--- config.mk ---
export PLATFORM = sky130hd
export DESIGN_NAME = trigger_capture_ctrl
export DESIGN_NICKNAME = d
export VERILOG_FILES = /design/src/rtl/trigger_capture_ctrl.sv
export SDC_FILE = /design/constraint.sdc
export NUM_CORES = 1
export LEC_CHECK = 0
export CORE_AREA = 2 2 103 105
export CTS_CLUSTER_DIAMETER = 150
export CTS_CLUSTER_SIZE = 25
export DETAILED_ROUTE_END_ITERATION = 10
export DIE_AREA = 0 0 105 107
export PLACE_DENSITY = 0.8
export SLEW_MARGIN = 20
export SYNTH_ARGS = -nofsm -noshare
export SYNTH_HDL_FRONTEND = slang
export SYNTH_SLANG_ARGS = --single-unit
--- constraint.sdc ---
create_clock -name Main_CLK -period 4.2 [get_ports Main_CLK]
set_clock_uncertainty 0.1 [all_clocks]
set_input_delay 0.42 -clock Main_CLK [delete_from_list [all_inputs] [get_ports Main_CLK]]
set_output_delay 0.42 -clock Main_CLK [all_outputs]
set_load 0.01 [all_outputs]
--- src/rtl/trigger_capture_ctrl.sv ---
// Oscilloscope acquisition sequencer: circular pre-trigger buffer fill, level/slope
// or forced trigger detection, post-trigger capture and trigger/start address report.
module trigger_capture_ctrl #(
    parameter int ADDR_W = 10,
    parameter int DATA_W = 12
) (
    input  logic              Main_CLK,
    input  logic              Reset,
    input  logic              Sample_Valid,
    input  logic [DATA_W-1:0] Sample_In,
    input  logic              Arm,
    input  logic              Abort,
    input  logic              Force_Trig,
    input  logic [DATA_W-1:0] Trig_Level,
    input  logic              Trig_Slope,
    input  logic [ADDR_W-1:0] Pretrig,
    output logic              Wr_En,
    output logic [ADDR_W-1:0] Wr_Addr,
    output logic [DATA_W-1:0] Wr_Data,
    output logic [ADDR_W-1:0] Trig_Addr,
    output logic [ADDR_W-1:0] Start_Addr,
    output logic              Busy,
    output logic              Done,
    output logic [2:0]        State
);

    localparam int CNT_W = ADDR_W + 1;
    localparam int DEPTH = 1 << ADDR_W;

    typedef enum logic [2:0] {
        S_IDLE = 3'd0,
        S_PRE  = 3'd1,
        S_WAIT = 3'd2,
        S_POST = 3'd3,
        S_DONE = 3'd4
    } state_t;

    state_t            state_q, state_nxt;
    logic [ADDR_W-1:0] ptr_q;
    logic [CNT_W-1:0]  pre_cnt_q, post_cnt_q, post_init;
    logic [DATA_W-1:0] prev_q;
    logic              prev_valid_q, force_pend_q;
    logic              level_hit, trig_hit, capturing;
    logic              wr_en_q;
    logic [ADDR_W-1:0] wr_addr_q, trig_addr_q, start_addr_q;
    logic [DATA_W-1:0] wr_data_q;

    assign post_init = CNT_W'(DEPTH) - {1'b0, Pretrig} - CNT_W'(1);
    assign capturing = (state_q == S_PRE) || (state_q == S_WAIT) || (state_q == S_POST);

    always_ff @(posedge Main_CLK or negedge Reset) begin
        if (!Reset) state_q <= S_IDLE;
        else        state_q <= state_nxt;
    end

    always_comb begin
        state_nxt = state_q;
        trig_hit  = 1'b0;
        level_hit = Trig_Slope ? ((prev_q >= Trig_Level) && (Sample_In <  Trig_Level))
                               : ((prev_q <  Trig_Level) && (Sample_In >= Trig_Level));
        if (Abort) begin
            state_nxt = S_IDLE;
        end else begin
            case (state_q)
                S_IDLE, S_DONE: if (Arm) state_nxt = (Pretrig != '0) ? S_PRE : S_WAIT;
                S_PRE: if (Sample_Valid && (pre_cnt_q + CNT_W'(1) == {1'b0, Pretrig}))
                    state_nxt = S_WAIT;
                S_WAIT: if (Sample_Valid && (force_pend_q || (prev_valid_q && level_hit))) begin
                    trig_hit  = 1'b1;
                    state_nxt = (post_init == '0) ? S_DONE : S_POST;
                end
                S_POST: if (Sample_Valid && (post_cnt_q == CNT_W'(1))) state_nxt = S_DONE;
                default: state_nxt = S_IDLE;
            endcase
        end
    end

    always_comb begin
        State = state_q;
        Busy  = capturing;
        Done  = (state_q == S_DONE);
    end

    // Abort dominates everything; otherwise samples are only taken while capturing.
    always_ff @(posedge Main_CLK or negedge Reset) begin
        if (!Reset) begin
            ptr_q        <= '0;
            pre_cnt_q    <= '0;
            post_cnt_q   <= '0;
            prev_q       <= '0;
            prev_valid_q <= 1'b0;
            force_pend_q <= 1'b0;
            wr_en_q      <= 1'b0;
            wr_addr_q    <= '0;
            wr_data_q    <= '0;
            trig_addr_q  <= '0;
            start_addr_q <= '0;
        end else begin
            wr_en_q <= 1'b0;
            if (Abort) begin
                trig_addr_q  <= '0;
                start_addr_q <= '0;
                force_pend_q <= 1'b0;
            end else if (capturing) begin
                if (Sample_Valid) begin
                    wr_en_q      <= 1'b1;
                    wr_addr_q    <= ptr_q;
                    wr_data_q    <= Sample_In;
                    ptr_q        <= ptr_q + ADDR_W'(1);
                    prev_q       <= Sample_In;
                    prev_valid_q <= 1'b1;
                    if (state_q == S_PRE)  pre_cnt_q  <= pre_cnt_q + CNT_W'(1);
                    if (state_q == S_POST) post_cnt_q <= post_cnt_q - CNT_W'(1);
                end
                if (trig_hit) begin
                    trig_addr_q  <= ptr_q;
                    start_addr_q <= ptr_q - Pretrig;
                    post_cnt_q   <= post_init;
                    force_pend_q <= 1'b0;
                end else if ((state_q == S_WAIT) && Force_Trig) begin
                    force_pend_q <= 1'b1;
                end
            end else if (Arm) begin
                ptr_q        <= '0;
                pre_cnt_q    <= '0;
                prev_valid_q <= 1'b0;
                force_pend_q <= 1'b0;
                trig_addr_q  <= '0;
                start_addr_q <= '0;
            end
        end
    end

    assign Wr_En      = wr_en_q;
    assign Wr_Addr    = wr_addr_q;
    assign Wr_Data    = wr_data_q;
    assign Trig_Addr  = trig_addr_q;
    assign Start_Addr = start_addr_q;

endmodule

==> impl_metrics.ini <==
[run_status]
status = finished with violations
failed_checks = hold timing

[global_routing]
grt_use_total_pct = 24.0
use_met2_pct = 38.4
grt_pass1_wl_microns = 21500
grt_pass1_vias = 4430
antenna_found_initial = 0
top_usage_layer = met2
grtUsageMet1_pct = 32.5
grt-ovfl-total = 0
groute.layer.met3.usage_pct = 4.74
grt_max_degree = 81

[placement]
placed_area_sq_um = 5960
port_buffers = 88
hpwlAfterDp_microns = 9630
gp_congestion = 0.950
dp_slack_ns = 0.555

[setup_path]
regToRegSetupSlack_ns = 1.17
crit_slowest_cell = a31oi_4
crit_path_max_fanout = 36
regToRegEndpoint = post_cnt_q[7]
reg2reg_depth = 11
crit_type = in -> reg
startpoint = Trig_Level[11]
start_kind = input port
cp_slowest_stage_delay_ns = 0.59
r2r-start = State[1]
crit_chain = clkdlybuf4s50_1 -> inv_1 -> ha_1 -> nand4_1 -> or4_1 -> a2111o_1 -> a31oi_4 -> buf_12 -> mux2i_1
worst-endpoint-arrival_ns = 3.51
crit_required_ns = 4.38
worst_setup_path_end_kind = register

[flow_run]
max_cap_viol_count = 0

[floorplan]
dieArea_sq_um = 11200
num_io_pins = 89
core_sq_um = 10100
rows = 37
start_util_pct = 48.8
die_h_microns = 107
die_width_microns = 105

[timing]
hold_ws_ns = -0.00224
maxSlewHeadroom_pct = 42.5
period_needed_ns = 3.33
tns_ns = 0
fmax_mhz = 301
slew_violations = 0
finalWorstSetupSlack_ns = 0.872
period_share_pct = 79.2
hold_viol = 1
setup_violations = 0
grt_setup_unrepaired = false
worstMarginPinSlew_ns = 0.857

[cts]
clk_pin_slew_ns = 0.10
htreeDepth = 3
ctsHoldBuffers = 0
cts_tree = built
cts.sink_count = 80
cts-buffers-inserted = 9
clkLatencyLatePin_ns = 0.36
cts_resized = 0
clk_path_buf_depth = 2
clockRootBuffer = clkbuf_8
post_cts_buffers = 0

[detailed_routing]
post-route-drc-count = 0
ant_nets = 0
routedWlPerCell_microns = 16.2
viasPerCell = 5.63
drt-initial-drc-count = 276
drt-pass1-iter-count = 5
vias = 4496
finalWirelength_microns = 12900

[cells_and_area]
final_core_util_pct = 61.4
n_antenna_cell = 0
final_cell_area_sq_um = 6190
fillers = 885
fin_nets = 736
drive_gt1_share_pct = 4.98
syn_to_final_growth_pct = 25.8

[power]
ir_drop_mv = 0.201
power.density_nw_per_um2 = 421
p_leak_nw = 2.81

[synth]
synth_seq_cells = 80
synthCells = 570
ys_top_cells_by_count = nand2_1 (128), dfrtp_1 (80), ha_1 (37)
synthTopCellsByArea = dfrtp_1 (41%), nand2_1 (9.8%), ha_1 (9.4%)
synth-edff-count = 0
syn-num-nets = 649
ys.flop_type = dfrtp_1
async_reset_ff_share_pct = 100
avgSynthCellArea_sq_um = 8.63
yosysWarnings = 0
synth_top_area_cell = dfrtp_1
synth.distinct_cells = 57
synthesis.area_sq_um = 4920
ys_seq_area_share_pct = 40.7
yosysMostFrequentCell = nand2_1
synth_top_area_share_pct = 40.7

[worst_hold_path]
worstHoldPathType = in -> async
[layer usage]
| layer | part of all wire, % | wire, microns |
|---|---|---|
| met5 | 0 | 0 |
| met2 | 47 | 6070 |
| met3 | 6.0 | 768 |
| met1 | 46 | 5890 |
| met4 | 1.4 | 181 |
[report_power, final]
group,internal [W],switching (W)
logic,0.000421,0.000496
clock network,0.000347,0.000321
registers,0.000888,0.000133
total,0.00166,0.000950
[critical path, delay by kind of cell]
family	cells	cell delay, ns
compound gates	2	1.09
buf+inv	3	0.77
simple gates	2	0.70
fa+ha+maj	1	0.31
mux	1	0.21
[how the worst max path moves through the flow]
stage	depth (start not counted)	endpoint	slack, ns
4_1_cts	9	Start_Addr[9]	0.92
2_1_floorplan	9	post_cnt_q[8]	1.41
5_1_grt	10	Trig_Addr[4]	0.76
3_5_place_dp	9	Start_Addr[9]	0.55
6_report	9	Start_Addr[9]	0.87
3_3_place_gp	9	Start_Addr[9]	0.62
[sequential cells by signal, indices dropped and copies added, names as in the netlist]
signal        count
prev_valid_q      1
Wr_En             1
Trig_Addr        10
post_cnt_q       11
Start_Addr       10
pre_cnt_q        11
Wr_Data          12
force_pend_q      1
State             3
Wr_Addr          10
ptr_q            10
[cell families after synthesis]
kind of cell | synth area share, %
compound gates | 16.1
simple gates | 22.2
flops | 40.7
fa+ha+maj | 9.81
xor+xnor | 6.05
buf+inv | 4.48
mux | 0.610
[layout by cell type (no fill, tap or decap), types with 8 or more instances in the layout]
| cell | Yosys | final |
|---|---|---|
| xor2_1 | 16 | 16 |
| clkdlybuf4s50_1 | 0 | 87 |
| dfrtp_1 | 80 | 80 |
| a21oi_1 | 26 | 26 |
| nor2_1 | 33 | 33 |
| nand2_1 | 128 | 128 |
| nand4_1 | 8 | 8 |
| clkbuf_8 | 0 | 9 |
| nor2b_1 | 10 | 10 |
| xnor2_1 | 18 | 18 |
| nor4_1 | 9 | 9 |
| o21ai_0 | 36 | 35 |
| inv_1 | 36 | 36 |
| ha_1 | 37 | 37 |
| o21ai_1 | 7 | 8 |
| nand3_1 | 19 | 19 |
[cell type report]
class                           instances  area (sq um)  area share (%)
Inverter                               36           135            2.18
Sequential cell                        80          2000            32.3
Clock buffer                            9           124            2.00
Tap cell                              136           170            2.75
Multi-Input combinational cell        434          2700            43.6
Timing Repair Buffer                   96           955            15.4
Clock inverter                          7           108            1.74
[per-stage QoR]
step	hold slack (ns)	std cells	power (W)
floorplan	0.0244	570	0.00153
global placement	0.357	782	0.00190
detailed placement	0.363	782	0.00195
CTS	0.166	798	0.00262
global route	0.0432	798	0.00277
finish	-0.00224	798	0.00261
(Power assumes the default switching activity.)
